<file path="src/rtl/result_drain_unit.sv">
// Drains a captured set of four accumulator words as requantized, saturated elements,
// one per downstream handshake, with sticky drop and saturation statistics.
module result_drain_unit #(
  parameter int DATA_WIDTH = 8,
  parameter int RES_WIDTH  = 4 * DATA_WIDTH
) (
  input  logic                  Clk,
  input  logic                  rst,
  input  logic [RES_WIDTH-1:0]  Cell_Output_data_0,
  input  logic [RES_WIDTH-1:0]  Cell_Output_data_1,
  input  logic [RES_WIDTH-1:0]  Cell_Output_data_2,
  input  logic [RES_WIDTH-1:0]  Cell_Output_data_3,
  input  logic                  Result_valid,
  output logic                  Result_ready,
  input  logic [4:0]            Shift,
  input  logic                  Relu_en,
  input  logic                  Clear_stats,
  output logic [DATA_WIDTH-1:0] Out_data,
  output logic                  Out_valid,
  input  logic                  Out_ready,
  output logic [1:0]            Out_index,
  output logic                  Out_last,
  output logic                  Drop_err,
  output logic [15:0]           Sat_cnt,
  output logic                  dbg_state
);

  typedef enum logic {IDLE = 1'b0, DRAIN = 1'b1} state_t;

  localparam logic signed [RES_WIDTH:0] MAX_V =
    {{(RES_WIDTH-DATA_WIDTH+2){1'b0}}, {(DATA_WIDTH-1){1'b1}}};
  localparam logic signed [RES_WIDTH:0] MIN_V =
    {{(RES_WIDTH-DATA_WIDTH+2){1'b1}}, {(DATA_WIDTH-1){1'b0}}};

  state_t               state;
  logic [RES_WIDTH-1:0] word_buf [4];
  logic [4:0]           shift_r;
  logic                 relu_r;

  logic [RES_WIDTH-1:0]     word_sel;
  logic signed [RES_WIDTH:0] x_ext, rnd, sum, y_sh, y_relu;
  logic                      sat_hit;
  logic                      capture, out_hs;

  // Both sides use valid/ready: a transfer happens on any rising edge where valid and
  // ready are both high; valid never depends on ready, and a held-off output stays stable.
  assign Result_ready = (state == IDLE) || ((Out_index == 2'd3) && Out_ready);
  assign capture      = Result_valid && Result_ready;
  assign out_hs       = Out_valid && Out_ready;
  assign dbg_state    = state;

  // Round-half-up shift at one extra bit so the rounding add can never wrap.
  always_comb begin
    word_sel = word_buf[Out_index];
    x_ext    = {word_sel[RES_WIDTH-1], word_sel};
    rnd      = '0;
    if (shift_r != 5'd0) rnd = {{RES_WIDTH{1'b0}}, 1'b1} << (shift_r - 5'd1);
    sum      = x_ext + rnd;
    y_sh     = sum >>> shift_r;
    y_relu   = (relu_r && (y_sh < 0)) ? '0 : y_sh;
    sat_hit  = 1'b0;
    Out_data = y_relu[DATA_WIDTH-1:0];
    if (y_relu > MAX_V) begin
      sat_hit  = 1'b1;
      Out_data = MAX_V[DATA_WIDTH-1:0];
    end else if (y_relu < MIN_V) begin
      sat_hit  = 1'b1;
      Out_data = MIN_V[DATA_WIDTH-1:0];
    end
  end

  always_ff @(posedge Clk or posedge rst) begin
    if (rst) begin
      state     <= IDLE;
      Out_valid <= 1'b0;
      Out_index <= 2'd0;
      Out_last  <= 1'b0;
      shift_r   <= 5'd0;
      relu_r    <= 1'b0;
      Drop_err  <= 1'b0;
      Sat_cnt   <= 16'd0;
      for (int i = 0; i < 4; i++) word_buf[i] <= '0;
    end else begin
      if (capture) begin
        word_buf[0] <= Cell_Output_data_0;
        word_buf[1] <= Cell_Output_data_1;
        word_buf[2] <= Cell_Output_data_2;
        word_buf[3] <= Cell_Output_data_3;
        shift_r     <= Shift;
        relu_r      <= Relu_en;
        state       <= DRAIN;
        Out_valid   <= 1'b1;
        Out_index   <= 2'd0;
        Out_last    <= 1'b0;
      end else if (out_hs) begin
        if (Out_index == 2'd3) begin
          state     <= IDLE;
          Out_valid <= 1'b0;
          Out_index <= 2'd0;
          Out_last  <= 1'b0;
        end else begin
          Out_index <= Out_index + 2'd1;
          Out_last  <= (Out_index == 2'd2);
        end
      end

      // Clearing wins over a same-cycle drop or saturation event.
      if (Clear_stats) begin
        Drop_err <= 1'b0;
        Sat_cnt  <= 16'd0;
      end else begin
        if (Result_valid && !Result_ready) Drop_err <= 1'b1;
        if (out_hs && sat_hit && (Sat_cnt != 16'hFFFF)) Sat_cnt <= Sat_cnt + 16'd1;
      end
    end
  end

endmodule

</file>
<file path="config.mk">
export PLATFORM = sky130hd
export DESIGN_NAME = result_drain_unit
export DESIGN_NICKNAME = d
export VERILOG_FILES = /design/src/rtl/result_drain_unit.sv
export SDC_FILE = /design/constraint.sdc
export NUM_CORES = 1
export LEC_CHECK = 0
export CAP_MARGIN = 20
export CORE_MARGIN = 3
export CORE_UTILIZATION = 35
export CTS_CLUSTER_DIAMETER = 60
export CTS_CLUSTER_SIZE = 25
export DETAILED_ROUTE_END_ITERATION = 6
export PLACE_DENSITY_LB_ADDON = 0.2
export SLEW_MARGIN = 20
export SYNTH_ARGS = -nofsm -noshare
export SYNTH_HDL_FRONTEND = slang
export SYNTH_SLANG_ARGS = --single-unit
</file>
<file path="constraint.sdc">
create_clock -name Clk -period 14.8 [get_ports Clk]
set_input_delay 1.48 -clock Clk [delete_from_list [all_inputs] [get_ports Clk]]
set_output_delay 1.48 -clock Clk [all_outputs]
set_load 0.02 [all_outputs]
</file>
Word level (Yosys, flattened, before mapping)
Index checks and enable logic that the tools add are counted.
Cells by class
  equal/unequal tests: 3
  muxes and demuxes: 22
  reduce and logical (&&, ||, !) cells: 15
  shift operators: 2
  $add $sub $neg: 4
  magnitude comparators: 4
  bitwise gates (word level): 2
Operators with widths (number)
  33-bit two-way mux: 2
  32-bit binary-select mux with 2-bit select: 1
  32-bit two-way mux: 2
  32-bit by 33-bit adder with 33-bit output: 1
  33-bit by 8-bit > comparator with 1-bit output, second input constant: 1
  33-bit by 1-bit less-than comparator with 1-bit output, second input constant: 1
  33-bit by 8-bit less-than comparator with 1-bit output, second input constant: 1
  1-bit by 5-bit << shifter with 33-bit output, first input constant: 1
  33-bit by 5-bit >>> shifter with 33-bit output: 1
  16-bit two-way mux: 2
  16-bit by 1-bit adder with 16-bit output, second input constant: 1
  8-bit two-way mux: 2
  16-bit != test, second input constant: 1
  1-bit two-way mux: 10
  2-bit nonzero test: 4
  1-bit logical AND: 7
  2-bit two-way mux: 3
  5-bit nonzero test: 1
  5-bit by 1-bit subtractor with 5-bit output, second input constant: 1
  2-bit == test, second input constant: 2
  3-bit greater-or-equal comparator, second input constant: 1
  2-bit inverter with 3-bit output: 1
  2-bit by 1-bit adder with 2-bit output, second input constant: 1
  2-bit AND reduction: 1
  other kinds (3): 3
Storage, ports and cells
  output and inout bits: 31
  word-level logic and storage cells: 63
  input bits: 139
  bits in registers: 155

Longest topological paths before layout
  word-level depth: 16
  mapped depth: 27
  gate-level depth less buffers: 21

Worst setup path after synthesis
OpenSTA, ideal clock, no wires.
  kind: reg-to-output
  start: register shift_r[3]
  end: output Out_data[0]
  path buffers: 7
  arrival: 6.295 ns
  slack: 7.025 ns
  required time: 13.320 ns
  cell stages (with the launch flop): 23
  path through: dfrtp_1 > clkbuf_1 > clkbuf_1 > buf_1 > clkbuf_1 > clkbuf_1 > clkbuf_1 > nand3_1 > nor2_1 > ha_1 > buf_2 > a21o_1 > a31oi_1 > o221ai_1 > o21ai_1 > nand2_4 > mux2_2 > a221o_1 > a2111o_1 > or4_4 > nor3_1 > nor2_1 > o21ai_0
Between the ends
  longest elaborated chain between the ends: 11
  elaborated cells between the ends (all ways): 13
  classes of those cells: add/sub: 2; order compare: 3; shift: 2; mux: 4; reduce/logical: 2
Ends and longest elaborated chain
  from (decl): line 37  | logic [4:0] shift_r;
  from (signal assigned): line 89  | shift_r <= Shift;
  5-bit by 1-bit subtractor with 5-bit output: line 57  | if (shift_r != 5'd0) rnd = {{RES_WIDTH{1'b0}}, 1'b1} << (shift_r - 5'd1);
  1-bit by 5-bit << shifter with 33-bit output: line 57
  33-bit two-way mux: line 57
  32-bit by 33-bit adder with 33-bit output: line 58  | sum = x_ext + rnd;
  33-bit by 5-bit >>> shifter with 33-bit output *: line 59  | y_sh = sum >>> shift_r;
  33-bit by 1-bit less-than comparator with 1-bit output: line 60  | y_relu = (relu_r && (y_sh < 0)) ? '0 : y_sh;
  1-bit logical AND: line 60
  33-bit two-way mux *: line 60
  33-bit by 8-bit less-than comparator with 1-bit output: line 66  | end else if (y_relu < MIN_V) begin
  8-bit two-way mux: line 66
  8-bit two-way mux *: line 63  | if (y_relu > MAX_V) begin
  to (decl): line 18  | output logic [DATA_WIDTH-1:0] Out_data,
Mark *: on every way between the ends. The rest lies on a longest branch, timed or not.

Worst setup path in the final report
  start: register shift_r[0]
  end: output Out_data[2]
Same word-level chain as after synthesis.

==> results.toml <==
[synth]
synth_area_leaders = "dfrtp_1, mux2_2, mux4_2"
synth_top_area_share = 0.312
synth_top_cell_by_area = "dfrtp_1"
synthCells = 1315
syn_area_per_cell_um2 = 9.47
syn_nets = 1490
ys_seq_area_frac = 0.312
synth-edff-count = 0
syn_area_um2 = 12400
ys_ff_latch = 155
ys.flop_type = "dfrtp_1"
synth_most_common_cell = "dfrtp_1"
async_flop_share = 1.00
netlist_top_cells_count = "dfrtp_1, mux2_2, nor2_1, nand2_1, a21oi_1"
yosysWarnings = 0
synth.distinct_cells = 100

[power_and_ir_drop]
p_int_w = 0.00205
p_sw_frac = 0.510
power.net_switching_w = 0.00213
p_comb_frac = 0.728
power_w = 0.00418
power_density_nw_per_um2 = 279
clkPwrFrac = 0.102
vdd_drop_max_uv = 103
seq_power_share = 0.170
leakagePower_nw = 5.82

[sta]
finalCritPeriodShare = 0.651
relSlewSlack = 0.262
setup-tns-final_ns = 0
finalSetupViolCount = 0
tightest_slew_ns = 1.10
final.min_clock_period_ns = 9.63
rsz0062_at_grt = "no"
clock_skew_ns = 0.00996
slew_violations = 0
max_clock_freq_mhz = 104
finalHoldViolCount = 0

[placed_design]
gp_congestion = 0.927
port_buffers = 169
place_area_um2 = 14400
place_hpwl_mm = 31.8
placedCellCount = 1859

[layout]
utilization = 0.431
final_cell_area_um2 = 15000
fill_cells = 3332
area_growth_pct = 20.5
diodes = 0
drive_above_1_share = 0.190
stdcell_count = 1889
final_nets = 1598

[cts]
clkSinkCount = 155
cts_tree = "built"
cts_buffers = 17
clock_latency_ns = 0.43
clockBufferDepth = 2
h-tree-depth = 4
root_buffer = "clkbuf_16"
post_cts_buffers = 0
clk_pin_slew_worst_paths_ns = 0.07
postCtsHoldBufs = 0
post_cts_resized = 0

[worst_setup_path]
cp_data_required_time_ns = 13.32
path_class = "reg -> out"
crit_path_end_kind = "output pin"
cp_max_fo = 34
arrival_ns = 8.15
start_kind = "register"

[drt]
vias = 11400
first_iter_violations = 1118
routedWlPerCell_um = 22.1
vias_per_cell = 6.02
routed_wl_mm = 41.8
drt_pre_antenna_iters = 5
drc_errors = 0
postRouteAntennaNets = 0

[floorplanning]
die_h_um = 195
initial_utilization = 0.358
dieWidth_um = 195
std_cell_rows = 68
die_area_um2 = 37900
ios = 170
core_um2 = 34800

[global_route]
grt_pass1_vias = 11300
grt_use_total = 0.217
grt_max_degree = 80
grt_pass1_wl_mm = 65.3
antenna_found_initial = 1
globalRouteOverflowTotal = 0

[job]
drv_cap = 0

[run_status]
status = "finished clean"

[min_path]
hp-class = "reg -> reg"
## area by class of cell
cell class                 count  area [um2]  area share
clock inverter                 9         115     0.00767
timing repair buffer         186        1820       0.122
inverter                      31         121     0.00809
multi-input combinational   1032        8030       0.535
tap                          455         569      0.0379
sequential                   155        3880       0.259
clock buffer                  21         460      0.0307
## power by group through the flow
stage          combinational [W]  sequential, W  clock [W]
2_1_floorplan            0.00218       0.000687          0
3_3_place_gp             0.00300       0.000708          0
3_5_place_dp             0.00298       0.000717          0
4_1_cts                  0.00300       0.000710   0.000442
5_1_grt                  0.00329       0.000733   0.000459
6_report                 0.00305       0.000709   0.000426
## cells by family after synthesis
kind of cell	after synthesis	share of synthesized area
and+or+nand+nor	383	0.147
AOI/OAI and AO/OA	376	0.219
muxes	211	0.224
DFF	155	0.312
buffers and inverters	128	0.0439
adders and majority gates	36	0.0368
xor gates and xnor gates	25	0.0176
other	1	0.000301
## flip-flops by register name, summed over array words and instances, names as in the netlist
name / count
word_buf: 128
Out_last: 1
Out_index: 2
Drop_err: 1
shift_r: 5
Sat_cnt: 16
dbg_state: 1
relu_r: 1
## layout by cell type (no fill, tap or decap), types with 21 or more instances in the layout
master / instances
a211oi_1: 22
a21oi_1: 76
a31oi_1: 21
clkdlybuf4s50_1: 169
dfrtp_1: 154
ha_1: 35
inv_1: 28
mux2_2: 145
mux2i_1: 24
mux4_2: 39
nand2_1: 94
nand3_1: 37
nand4_1: 23
nor2_1: 124
nor3_1: 31
o211ai_1: 26
o21ai_0: 41
## final timing paths
path / from / to / slack (ns) / cells after the start
setup / recovery: shift_r[0]$_DFFE_PP0P_ / Out_data[2] / 5.17 / 21
hold / removal: word_buf[54]$_DFFE_PP0P_ / word_buf[54]$_DFFE_PP0P_ / 0.50 / 1
setup reg to reg: shift_r[0]$_DFFE_PP0P_ / Sat_cnt[10]$_DFFE_PP0P_ / 6.97 / 21
hold reg to reg: word_buf[54]$_DFFE_PP0P_ / word_buf[54]$_DFFE_PP0P_ / 0.50 / 1
max in group asynchronous: rst / word_buf[92]$_DFFE_PP0P_ / 12.03 / 3
min in group asynchronous: rst / Out_last$_DFFE_PP0P_ / 1.57 / 2
## worst max-delay path, cell delays in order (launching register included)
cell	delay [ns]
dfrtp_1	0.32
buf_4	0.34
clkinv_1	0.11
buf_4	0.27
nand2_1	0.85
nor2_1	0.12
ha_1	0.50
nand2_1	0.21
o21ai_1	0.48
inv_1	0.16
a2111oi_0	0.84
o21ai_1	0.21
and2_1	0.29
mux2_2	0.30
a221oi_1	0.55
mux2i_1	0.31
o21ai_0	0.24
a41oi_1	0.13
nor3_1	0.55
or2_2	0.27
o21ai_0	0.09
clkdlybuf4s50_1	0.56
## per-layer routing
metal  share of wire  track usage  vias to the layer above
met3           0.083       0.0546                       74
met1            0.43        0.295                     5530
li1                -            -                     5266
met4           0.025       0.0689                        2
met2            0.46        0.341                      497
met5         0.00031            0                        -
## stage by stage
| step | worst slack (ns) | hold slack, ns |
|---|---|---|
| after floorplan | 7.03 | 0.474 |
| after global placement | 6.00 | 0.483 |
| after detailed placement | 5.98 | 0.487 |
| after CTS | 5.49 | 0.502 |
| after global routing | 4.73 | 0.513 |
| final | 5.17 | 0.501 |
Power figures use the tool's default switching activity.
